## src/rtl/otter_pkg.sv

```systemverilog
// rtl/otter_pkg.sv - opcode constants, FSM state encoding and strobe bundle for the control unit
package otter_pkg;

    localparam logic [6:0] OPC_LOAD   = 7'b0000011;
    localparam logic [6:0] OPC_STORE  = 7'b0100011;
    localparam logic [6:0] OPC_BRANCH = 7'b1100011;
    localparam logic [6:0] OPC_OP     = 7'b0110011;
    localparam logic [6:0] OPC_OP_IMM = 7'b0010011;
    localparam logic [6:0] OPC_LUI    = 7'b0110111;
    localparam logic [6:0] OPC_AUIPC  = 7'b0010111;
    localparam logic [6:0] OPC_JAL    = 7'b1101111;
    localparam logic [6:0] OPC_JALR   = 7'b1100111;
    localparam logic [6:0] OPC_SYSTEM = 7'b1110011;

    localparam logic [2:0] F3_MRET    = 3'b000;
    localparam logic [2:0] F3_CSRRW   = 3'b001;

    localparam int INSTRET_W = 32;

    typedef enum logic [2:0] {
        ST_INIT  = 3'd0,
        ST_FETCH = 3'd1,
        ST_EXEC  = 3'd2,
        ST_WB    = 3'd3,
        ST_INTR  = 3'd4
    } state_t;

    typedef struct packed {
        logic pc_we;
        logic rf_we;
        logic mem_we2;
        logic mem_rden1;
        logic mem_rden2;
        logic csr_we;
        logic int_taken;
        logic mret_exec;
        logic reset;
    } ctrl_t;

    localparam ctrl_t CTRL_NONE = '0;

    // Instructions that write the register file in the same cycle they execute.
    function automatic logic is_rf_alu(input logic [6:0] op);
        return (op == OPC_OP)  || (op == OPC_OP_IMM) || (op == OPC_LUI) ||
               (op == OPC_AUIPC) || (op == OPC_JAL) || (op == OPC_JALR);
    endfunction

endpackage

```

## src/rtl/instret_cnt.sv

```systemverilog
// rtl/instret_cnt.sv - retired-instruction counter with synchronous clear and count enable
module instret_cnt #(
    parameter int WIDTH = 32
) (
    input  logic             clk_i,
    input  logic             clr_i,
    input  logic             en_i,
    output logic [WIDTH-1:0] count_o
);

    logic [WIDTH-1:0] cnt_q;
    logic [WIDTH-1:0] cnt_d;

    // Clear dominates so a reset on a retiring edge still lands on zero.
    assign cnt_d = clr_i ? '0 : (en_i ? cnt_q + WIDTH'(1) : cnt_q);

    always_ff @(posedge clk_i) begin
        cnt_q <= cnt_d;
    end

    assign count_o = cnt_q;

endmodule

```

## src/rtl/cu_fsm.sv

```systemverilog
// rtl/cu_fsm.sv - multicycle control unit: fetch/exec/writeback/interrupt sequencing and strobes
module cu_fsm
    import otter_pkg::*;
(
    input  logic        clk,
    input  logic        rst,
    input  logic        intr,
    input  logic        mie,
    input  logic [6:0]  opcode,
    input  logic [2:0]  func3,
    output logic        PC_WE,
    output logic        RF_WE,
    output logic        memWE2,
    output logic        memRDEN1,
    output logic        memRDEN2,
    output logic        csr_WE,
    output logic        int_taken,
    output logic        mret_exec,
    output logic        reset,
    output logic [31:0] instret
);

    state_t state_q;
    state_t state_d;
    ctrl_t  ctrl;
    logic   is_load;
    logic   intr_req;
    logic   retire;

    assign is_load  = (opcode == OPC_LOAD);
    assign intr_req = intr & mie;
    assign retire   = ((state_q == ST_EXEC) && !is_load) || (state_q == ST_WB);

    always_ff @(posedge clk) begin
        if (!rst) begin
            state_q <= ST_INIT;
        end else begin
            state_q <= state_d;
        end
    end

    // Interrupts are only sampled at an instruction boundary (EXEC or WB exit).
    always_comb begin
        state_d = state_q;
        case (state_q)
            ST_INIT:  state_d = ST_FETCH;
            ST_FETCH: state_d = ST_EXEC;
            ST_EXEC: begin
                if (is_load) begin
                    state_d = ST_WB;
                end else if (intr_req) begin
                    state_d = ST_INTR;
                end else begin
                    state_d = ST_FETCH;
                end
            end
            ST_WB:    state_d = intr_req ? ST_INTR : ST_FETCH;
            ST_INTR:  state_d = ST_FETCH;
            default:  state_d = ST_INIT;
        endcase
    end

    always_comb begin
        ctrl = CTRL_NONE;
        case (state_q)
            ST_INIT:  ctrl.reset     = 1'b1;
            ST_FETCH: ctrl.mem_rden1 = 1'b1;
            ST_EXEC: begin
                if (opcode == OPC_LOAD) begin
                    ctrl.mem_rden2 = 1'b1;
                end else begin
                    ctrl.pc_we = 1'b1;
                    if (opcode == OPC_STORE) begin
                        ctrl.mem_we2 = 1'b1;
                    end else if (is_rf_alu(opcode)) begin
                        ctrl.rf_we = 1'b1;
                    end else if (opcode == OPC_SYSTEM && func3 == F3_CSRRW) begin
                        ctrl.csr_we = 1'b1;
                        ctrl.rf_we  = 1'b1;
                    end else if (opcode == OPC_SYSTEM && func3 == F3_MRET) begin
                        ctrl.mret_exec = 1'b1;
                    end
                end
            end
            ST_WB: begin
                ctrl.rf_we = 1'b1;
                ctrl.pc_we = 1'b1;
            end
            ST_INTR: begin
                ctrl.int_taken = 1'b1;
                ctrl.pc_we     = 1'b1;
            end
            default:  ctrl = CTRL_NONE;
        endcase
    end

    assign PC_WE     = ctrl.pc_we;
    assign RF_WE     = ctrl.rf_we;
    assign memWE2    = ctrl.mem_we2;
    assign memRDEN1  = ctrl.mem_rden1;
    assign memRDEN2  = ctrl.mem_rden2;
    assign csr_WE    = ctrl.csr_we;
    assign int_taken = ctrl.int_taken;
    assign mret_exec = ctrl.mret_exec;
    assign reset     = ctrl.reset;

    instret_cnt #(
        .WIDTH (INSTRET_W)
    ) u_instret (
        .clk_i   (clk),
        .clr_i   (~rst),
        .en_i    (retire),
        .count_o (instret)
    );

endmodule

```

## config.mk

```make
export PLATFORM = sky130hd
export DESIGN_NAME = cu_fsm
export DESIGN_NICKNAME = d
export VERILOG_FILES = /design/src/rtl/otter_pkg.sv /design/src/rtl/instret_cnt.sv /design/src/rtl/cu_fsm.sv
export SDC_FILE = /design/constraint.sdc
export NUM_CORES = 1
export LEC_CHECK = 0
export ABC_AREA = 1
export CAP_MARGIN = 20
export CORE_ASPECT_RATIO = 1.2
export CORE_MARGIN = 5
export CORE_UTILIZATION = 40
export DETAILED_ROUTE_END_ITERATION = 6
export DONT_BUFFER_PORTS = 1
export PLACE_DENSITY = 0.5
export SLEW_MARGIN = 0
export SYNTH_ARGS = -nofsm -noshare
export SYNTH_HDL_FRONTEND = slang
export SYNTH_SLANG_ARGS = --single-unit
export TNS_END_PERCENT = 10
```

## constraint.sdc

```tcl
create_clock -name clk -period 1.7 [get_ports clk]
set_clock_uncertainty 0.1 [all_clocks]
set_input_delay 0.425 -clock clk [delete_from_list [all_inputs] [get_ports clk]]
set_output_delay 0.425 -clock clk [all_outputs]
set_load 0.01 [all_outputs]
```

* Word-level counts from Yosys, hierarchy flattened *
Cells that the tools add are included.
W data, S select, Z words.

storage, ports and cells
  register bits = 35
  input bits = 14
  logic and storage cells = 57

cells by class
  add/subtract/negate cells = 1
  equality and inequality tests = 14
  mux-type cells = 25
  bitwise gates (word level) = 1
  reductions and logical operators = 14

operator list
  kind                     count
  $add A32 B1 Y32 const B  1
  $eq A7 B6 Y1 const B     3
  $eq A7 B7 Y1 const B     3
  $mux W1                  18
  $eq A7 B5 Y1 const B     2
  $pmux W3 S4              1
  $mux W3                  3
  $eq A7 B2 Y1 const B     1
  $eq A3 B1 Y1 const B     2
  $eq A3 B2 Y1 const B     2
  $logic_not A3 Y1         2
  $logic_or A1 B1 Y1       6
  $pmux W1 S2              2
  $reduce_or A2 Y1         2
  $eq A3 B3 Y1 const B     1
  $logic_and A1 B1 Y1      3
  $mux W2                  1
  $and A1 B1 Y1            1
  $logic_not A1 Y1         1

* Depth between registers and ports, before layout *
  depth in word-level cells = 10
  depth in mapped cells = 11

* Cells and area by module *
From an unflattened synthesis, not the netlist that was laid out.

unflattened totals
  cells, all modules = 325
  area, all modules = 2127.0 um^2

modules (own cells, without submodules)
  module       instances  cells an instance  area an instance (um^2)  sequential area each (um^2)
  instret_cnt  1          263                1793.0                   640.6
  cu_fsm       1          62                 334.1                    60.1

* Worst setup path before layout *
No wires, ideal clock.

  kind = input -> output
  from = input opcode[2]
  to = output PC_WE
  data arrival time = 1172 ps
  slack = 3 ps
  cell stages on the path = 9
  buffers on the path = 1
  cell sequence = inv_1 > nand2_1 > nor2_2 > nand2_1 > nand2_2 > nand2_4 > buf_6 > inv_2 > o21ai_0

between the ends
  cells in the longest elaborated chain, start to end = 3

ends and longest elaborated chain
  item                line          text
  start: declaration  cu_fsm.sv:9   input logic [6:0] opcode,
  $eq A7 B2 Y1        cu_fsm.sv:69  if (opcode == OPC_LOAD) begin
  $mux W3             cu_fsm.sv:69
  $pmux W1 S2         cu_fsm.sv:65  case (state_q)
  end: declaration    cu_fsm.sv:11  output logic PC_WE,

No other way between the ends.

* Worst setup path in the final report *
  from = register state_q[2]
  to = output mret_exec

between the ends
  cells in the longest elaborated chain, start to end = 2

ends and longest elaborated chain
  item                      line          text
  start: declaration        cu_fsm.sv:23  state_t state_q;
  start signal: assignment  cu_fsm.sv:38  state_q <= state_d;
  $eq A3 B2 Y1              cu_fsm.sv:65
  $mux W1                   cu_fsm.sv:65
  end: declaration          cu_fsm.sv:18  output logic mret_exec,

No other way between the ends.

==> flow_metrics.py <==
metrics = {
    "run_status": {
        "outcome": "complete, but fails checks",
        "violations": "setup timing",
    },
    "global_routing": {
        "grt-ovfl-total": 0,
        "track_usage_pct": 17.27,
        "grt_pass1_vias": 2202,
        "antenna_found_initial": 0,
        "grt_pass1_wl_microns": 10260,
        "grt_max_degree": 56,
    },
    "floorplanning": {
        "rows": 30,
        "core_area_sq_mm": 0.005668,
        "dieArea_sq_mm": 0.007507,
        "die_x_microns": 79.93,
        "die_h_microns": 93.92,
        "io_pins": 55,
        "start_util_pct": 41.41,
    },
    "sta": {
        "rsz0062_at_grt": "true",
        "slew_viol_final": 0,
        "tightest_slew_ns": 0.4266,
        "slew_headroom_pct": 71.34,
        "hold_viol": 0,
        "post-route-period-util_pct": 102.7,
        "fmax_ghz": 0.5726,
        "fin_hold_ws_ns": 0.1486,
        "post-route-min-period_ns": 1.746,
        "setup_violations": 2,
        "fin_ws_ns": -0.04646,
    },
    "yosys": {
        "yosys_warnings": 0,
        "synth_edf_count": 0,
        "synth-main-ff-cell": "dfxtp_1",
        "syn_area_sq_mm": 0.002347,
        "avgSynthCellArea_sq_um": 6.413,
        "syn_nets": 381,
        "syn_inst": 366,
        "synth-seq-cells": 35,
        "synth.distinct_cells": 28,
        "async_flop_share_pct": 0,
        "yosysSeqAreaShare_pct": 29.85,
    },
    "clock_tree": {
        "cts_tree": "built",
        "cts_root_buffer": "clkbuf_8",
        "clk_pin_slew_ns": 0.08,
        "clock_sinks": 35,
        "hold_buffers": 0,
        "clockBufferDepth": 2,
        "htreeDepth": 2,
        "insertion_delay_ns": 0.29,
        "cts_buffers": 5,
    },
    "critical_path": {
        "path_class": "reg -> out",
        "start_kind": "register",
        "ff2ff_path_depth": 9,
        "worstPathMaxFanout": 2,
        "critPathCaptureType": "primary output",
        "r2r_start": "u_instret.count_o[0]",
        "cp_slowest_cell": "dfxtp_2",
        "worstPathArrival_ns": 1.22,
        "r2r_setup_slack_ns": 0.13,
        "crit_buf_inv": 2,
        "critPathTopFamily": "simple AND/OR/NAND/NOR gates",
        "max_stage_delay_ns": 0.33,
        "path_cells": "inv_2, nand2_4, nor2_4, nand2_2, inv_2, nand3_4, nor2_4",
        "r2r-end": "u_instret.count_o[20]",
        "cp.required_ns": 1.17,
    },
    "cells_and_area": {
        "fillers": 600,
        "final_cell_mix": "nand2_1 (92), nor2_1 (65), inv_1 (46)",
        "synthToLayoutAreaGrowth_pct": 22.33,
        "layout_commonest_cell": "nand2_1",
        "fin_nets": 416,
        "final_util_pct": 50.66,
        "diodes": 0,
        "layout-drive-gt1-share_pct": 23.63,
    },
    "detailed_routing": {
        "routed_wl_microns": 6119,
        "drt_iter0_drc": 84,
        "wl_per_cell_microns": 12.70,
        "firstDrtPassIters": 4,
        "drc": 0,
        "ant_nets": 0,
        "vias": 2295,
        "via_per_inst": 4.761,
    },
    "pwr": {
        "power_mw": 1.808,
        "peakVddDrop_v": 0.0003648,
        "power_density_mw_per_mm2": 629.6,
        "p_leak_nw": 1.261,
    },
    "placed_design": {
        "place.gp.congestion": 0.7623,
        "port_buffers": 0,
        "place_ws_ns": -0.03290,
        "hpwl_microns": 4684,
    },
    "worst_hold_path": {
        "min_from": "rst",
        "whs_path_depth": 2,
        "hold_end": "u_instret.count_o[2]",
        "hold_class": "in -> reg",
    },
    "job": {
        "cap_violations": 0,
    },
}
power by group:
group | switching (mW) | internal [mW] | leakage (nW)
sequential | 0.00995 | 0.830 | 0.283
combinational | 0.113 | 0.0592 | 0.917
clock | 0.321 | 0.475 | 0.0612
total | 0.444 | 1.36 | 1.26
area by class of cell:
class,count,area [sq um],area share (%)
clock buffer,6,82.58,2.876
clock inverter,2,35.03,1.220
inverter,51,191.4,6.667
multi-input combinational,271,1465,51.02
sequential,35,703.2,24.49
tap,80,100.1,3.486
timing repair buffer,37,294.0,10.24
Yosys cell counts, types with 3 or more instances:
master	count	area, sq um
nand3_1	27	135.1
inv_2	4	15.01
nand2_4	3	33.78
a21oi_1	16	80.08
nand4_1	16	100.1
nor2_4	6	67.56
nand2_2	7	43.79
nor3_1	3	15.01
nor2_8	4	80.08
inv_1	47	176.4
nor2_2	5	31.28
dfxtp_1	35	700.7
nor2_1	69	259.0
nand2_1	93	349.1
o21ai_0	3	15.01
buf_6	4	45.04
nand3_2	7	70.07
layer usage:
metal	track usage (%)	vias up	wire (microns)
li1	-	1217	-
met1	18.75	1027	2469
met2	31.22	42	3153
met3	5.470	9	382
met4	5.775	0	114
met5	0	-	0
repair_timing:
item,4_1_cts,5_1_grt
gates cloned,0,0
setup buffers,3,1
resized for setup,17,6
hold endpoints to repair,0,0
pin swaps,4,3
setup endpoints to repair,6,13
sequential cells by signal, indices dropped and copies added (netlist names):
| signal | flops |
|---|---|
| state_q | 3 |
| u_instret.count_o | 32 |
metrics by stage:
step                      cell area (sq um)  TNS (ns)  std cells
after floorplan                        2347         0        366
after global placement                 2634         0        470
after detailed placement               2634  -0.03290        470
after CTS                              2831   -0.1768        481
after global routing                   2872   -0.4702        482
final                                  2872  -0.06382        482
cells by family after synthesis:
| kind of cell | share of synthesized area [%] |
|---|---|
| fa+ha+maj | 0.5330 |
| simple gates | 52.24 |
| xor+xnor | 0.7464 |
| compound gates | 5.330 |
| flops | 29.85 |
| buf+inv | 11.30 |
worst max path at each step:
| stage | startpoint | endpoint | slack (ns) | cells past startpoint |
|---|---|---|---|---|
| 2_1_floorplan | opcode[2] | PC_WE | 0.003 | 9 |
| 3_3_place_gp | opcode[2] | RF_WE | 0.007 | 7 |
| 3_5_place_dp | opcode[2] | RF_WE | -0.03 | 7 |
| 4_1_cts | state_q[2] | mret_exec | -0.09 | 7 |
| 5_1_grt | state_q[2] | mret_exec | -0.14 | 7 |
| 6_report | state_q[2] | mret_exec | -0.05 | 7 |
No activity file was read; power rests on OpenSTA's default activity.
